### src/rtl/mac_lane_loader.sv
// Serial (activation, weight) pair loader: scales and saturates each product into a
// 64-bit lane vector plus bias for the 8-input adder. MAC_LANE_LOADER_ROUND_EN selects round-half-up.
module mac_lane_loader #(
  parameter int unsigned FRAC_BITS = 4
) (
  input  logic        clk,
  input  logic        rst,
  input  logic        clr,
  input  logic        s_valid,
  output logic        s_ready,
  input  logic [7:0]  s_act,
  input  logic [7:0]  s_wt,
  input  logic [7:0]  s_bias,
  output logic        m_valid,
  input  logic        m_ready,
  output logic [63:0] m_lanes,
  output logic [7:0]  m_bias,
  output logic [2:0]  lane_idx
);

  localparam logic FILL = 1'b0;
  localparam logic HOLD = 1'b1;

  localparam int unsigned LANE_W  = 8;
  localparam int unsigned VEC_W   = 64;
  localparam int unsigned PROD_W  = 16;
  localparam int unsigned WIDE_W  = 17;
`ifdef MAC_LANE_LOADER_ROUND_EN
  localparam int unsigned RND_ADD = (2 ** FRAC_BITS) / 2;
`else
  localparam int unsigned RND_ADD = 0;
`endif

  logic                      state_q, state_d;
  logic [2:0]                lane_idx_q, lane_idx_d;
  logic [VEC_W-1:0]          lanes_q, lanes_d;
  logic [LANE_W-1:0]         bias_q, bias_d;

  logic signed [PROD_W-1:0]  prod;
  logic signed [WIDE_W-1:0]  prod_rnd;
  logic signed [WIDE_W-1:0]  prod_shr;
  logic [LANE_W-1:0]         lane_val;

  // Scaled, optionally rounded, saturated product of the current input pair.
  always_comb begin
    prod     = PROD_W'($signed(s_act)) * PROD_W'($signed(s_wt));
    prod_rnd = WIDE_W'(prod) + $signed(WIDE_W'(RND_ADD));
    prod_shr = prod_rnd >>> FRAC_BITS;
    if (prod_shr > 17'sd127) begin
      lane_val = 8'h7F;
    end else if (prod_shr < -17'sd128) begin
      lane_val = 8'h80;
    end else begin
      lane_val = prod_shr[LANE_W-1:0];
    end
  end

  // Next-state logic; clr outranks any handshake, including a beat offered in FILL.
  always_comb begin
    state_d    = state_q;
    lane_idx_d = lane_idx_q;
    lanes_d    = lanes_q;
    bias_d     = bias_q;
    if (clr) begin
      state_d    = FILL;
      lane_idx_d = 3'd0;
    end else begin
      case (state_q)
        FILL: begin
          if (s_valid) begin
            lanes_d[{lane_idx_q, 3'b000} +: LANE_W] = lane_val;
            lane_idx_d = lane_idx_q + 3'd1;
            if (lane_idx_q == 3'd7) begin
              bias_d  = s_bias;
              state_d = HOLD;
            end
          end
        end
        HOLD: begin
          if (m_ready) begin
            state_d = FILL;
          end
        end
        default: state_d = FILL;
      endcase
    end
  end

  always_ff @(posedge clk) begin
    if (rst) begin
      state_q    <= FILL;
      lane_idx_q <= 3'd0;
      lanes_q    <= '0;
      bias_q     <= '0;
    end else begin
      state_q    <= state_d;
      lane_idx_q <= lane_idx_d;
      lanes_q    <= lanes_d;
      bias_q     <= bias_d;
    end
  end

  // s_ready is a pure decode of state and rst so upstream sees no path from s_valid/m_ready.
  assign s_ready  = ~rst & (state_q == FILL);
  assign m_valid  = (state_q == HOLD);
  assign m_lanes  = lanes_q;
  assign m_bias   = bias_q;
  assign lane_idx = lane_idx_q;

endmodule

### config.mk
export PLATFORM = sky130hd
export DESIGN_NAME = mac_lane_loader
export DESIGN_NICKNAME = d
export VERILOG_FILES = /design/src/rtl/mac_lane_loader.sv
export SDC_FILE = /design/constraint.sdc
export NUM_CORES = 1
export LEC_CHECK = 0
export BUFFER_PORTS_ARGS = -buffer_cell sky130_fd_sc_hd__buf_2
export CAP_MARGIN = 20
export CORE_MARGIN = 2
export CORE_UTILIZATION = 61
export DETAILED_ROUTE_END_ITERATION = 12
export PLACE_DENSITY = 0.88
export SYNTH_ARGS = -nofsm -noshare
export SYNTH_HDL_FRONTEND = slang
export SYNTH_SLANG_ARGS = --single-unit
### constraint.sdc
create_clock -name clk -period 10 [get_ports clk]
set_input_delay 1.5 -clock clk [delete_from_list [all_inputs] [get_ports clk]]
set_output_delay 1.5 -clock clk [all_outputs]
set_load 0.02 [all_outputs]
==> out/qor.yml <==
sta:
  setup_tns_ps: 0
  hold_viol: 0
  timing.slew.headroom: 0.341
  min_period_ps: 6560
  setup_viol: 0
  drv_slew: 0
  worst_pin_slew_ps: 981
  fin_worst_skew_ps: 16.0
  rsz0062_at_grt: "false"
  timing.final.crit_share: 0.656
  hold_ws_ps: 451
  fmaxAchievable_mhz: 152
clocking:
  postCtsSetupRepairBufs: 0
  cts-root-buf: "clkbuf_8"
  cts.reportedPaths.clkPinSlew_ps: 80
  htreeDepth: 3
  post_cts_resize_count: 0
  clkLatencyLatePin_ps: 350
  cts_max_path_buffers: 2
  cts_made_buffers: 9
  cts_tree: "yes"
  ctsHoldBuffers: 0
  clock-sinks: 76
synth:
  synth_top_area_frac: 0.280
  synth_seq_cells: 76
  netlist_instances: 609
  synth.distinct_cells: 46
  synth_area_um2: 5440
  yosysWarnings: 0
  ys_seq_area_frac: 0.280
  synth_area_leaders: "dfxtp_1 28%, fa_1 20%, ha_1 8.0%"
  synth_area_leader_cell: "dfxtp_1"
  postSynthAreaPerCell_um2: 8.93
  synth_nets: 727
critical_path:
  crit_type: "primary input to flip-flop"
  cp_cell_sequence: "buf_2 > nand2_1 > inv_1 > fa_1 > inv_1 > fa_1 > inv_1 > fa_1 > inv_1 > fa_1 > inv_1 > ha_1 > nand4_1 > a21oi_1 > a221oi_2 > xnor2_1 > nand2_1 > or3_1 > a21oi_1"
  reg2reg_slack_ps: 7360
  cp.arrival_ps: 6820
  end_kind: "flip-flop"
  cp-start-kind: "primary input"
  cp_slowest_stage_delay_ps: 800
  regToRegEndpoint: "m_lanes[39]$_SDFFE_PP0P_"
  path_common_cell: "inv_1"
  path_max_fanout: 12
  rr_startpoint: "lane_idx[0]$_SDFFE_PP0P_"
  slowest_stage: "xnor2_1"
  worstPathRequired_ps: 10260
  rr_worst_depth: 7
die:
  fp.dieH_um: 98.4
  design.core.area_um2: 8680
  rows: 34
  io_pins: 106
  die_w_um: 98.4
  start_util: 0.627
  die-area_um2: 9690
layout:
  nFillCells: 652
  layout-drive-gt1-share: 0.195
  final_nets: 831
  final_cell_mix: "105 x buf_2, 83 x inv_1, 76 x dfxtp_1, 72 x nand2_1, 54 x fa_1"
  diodes: 0
  synthToLayoutAreaGrowth_pct: 14.5
  final_common_cell: "buf_2"
placement:
  place_congestion: 0.874
  dp_hpwl_um: 9930
  port_buffers: 105
detailed_routing:
  wire_per_inst_um: 15.4
  drt_pass1_iterations: 5
  drt_iter0_markers: 268
  routed_wl_um: 12700
  drc: 0
  vias_per_cell: 5.69
  vias: 4695
  detail-route-antenna-nets: 0
pwr:
  vdd_ir_drop_max_mv: 0.322
  power.density_nw_per_um2: 303
  p_leak_nw: 2.97
  total_power_mw: 1.89
hold_path:
  hold_depth: 2
  hold_path_end: "m_lanes[14]$_SDFFE_PP0P_"
  min_from: "m_lanes[14]$_SDFFE_PP0P_"
  hold_path_class: "flip-flop to flip-flop"
global_routing:
  grt_pass1_vias: 4684
  track_usage: 0.270
  overflow: 0
  grt_pass1_wl_um: 21400
  antenna_found_initial: 0
  grt_max_degree: 38
run_status:
  outcome: "finished clean"
flow_run:
  cap_violations: 0
[cell families (layout without fill, tap and decap cells)]
group	count (synthesis)	in the layout	synth area share
AOI/OAI and AO/OA	110	110	0.128
xor gates and xnor gates	18	18	0.0304
adders and majority gates	89	89	0.279
buffers and inverters	95	203	0.0681
DFF	76	76	0.280
muxes	15	15	0.0281
and+or+nand+nor	206	206	0.187
[registers in the layout, indices dropped and copies added (netlist names)]
name	cells
m_bias	8
m_lanes	64
lane_idx	3
m_valid	1
[cell type report]
type,instances,area [um2],share of cell area
clock buffer,9,124,0.0199
clock inverter,6,65.1,0.0104
inverter,83,312,0.0500
multi-input combinational,438,3550,0.569
sequential,76,1520,0.244
tap,108,135,0.0217
timing repair buffer,105,526,0.0843
[Yosys cell counts (all sizes together)]
cell,n
nand2b,6
a221oi,1
o211ai,1
a211o,1
inv,83
nor2,38
dfxtp,76
nand2,72
nand4,2
buf,4
nor4,1
o21bai,3
a21o,4
nand3b,1
o22a,1
ha,35
xnor2,13
a31oi,7
a211oi,10
and2,42
mux2,2
and2b,2
o21a,2
xor2,5
nor3,13
fa,54
or3,2
and3b,1
clkbuf,8
nand4bb,1
nor2b,8
o21ai,55
and3,10
a2111oi,1
mux2i,13
nand3,7
a21oi,24
[worst max-delay path, delay by kind of cell]
family / cells / cell delay [ps]
adder cells (fa/ha/maj): 5 / 2640
AND/OR/NAND/NOR: 4 / 950
XOR/XNOR: 1 / 800
buffers and inverters: 6 / 540
AO/OA/AOI/OAI: 3 / 390
[power by group]
group          internal (mW)  switching (mW)  leakage, nW  total (mW)
registers              0.315         0.00727        0.613       0.322
logic                  0.418           0.914         2.27        1.33
clock network          0.114           0.118       0.0955       0.232
total                  0.847            1.04         2.97        1.89
[layer usage]
metal	vias to the layer above	share of wire	global-route usage
li1	2184	-	-
met1	2291	0.40	0.326
met2	189	0.52	0.488
met3	31	0.064	0.0390
met4	0	0.024	0.0991
met5	-	0	0
[stage by stage]
stage | std cells | instance area, um2 | worst slack (ps) | utilization
floorplan | 609 | 5440 | 3910 | -
global placement | 810 | 6040 | 3290 | 0.696
detailed placement | 810 | 6040 | 3160 | 0.696
CTS | 825 | 6230 | 3480 | 0.718
global route | 825 | 6230 | 3110 | 0.718
finish | 825 | 6230 | 3440 | 0.718
[how the worst max path moves through the flow]
stage,from,endpoint,cells after the start
2_1_floorplan,s_wt[2],m_lanes[34]$_SDFFE_PP0P_,17
3_3_place_gp,s_wt[2],m_lanes[38]$_SDFFE_PP0P_,19
3_5_place_dp,s_wt[2],m_lanes[46]$_SDFFE_PP0P_,19
4_1_cts,s_wt[2],m_lanes[31]$_SDFFE_PP0P_,19
5_1_grt,s_wt[2],m_lanes[24]$_SDFFE_PP0P_,19
6_report,s_wt[2],m_lanes[31]$_SDFFE_PP0P_,19
Power figures use the tool's default switching activity.
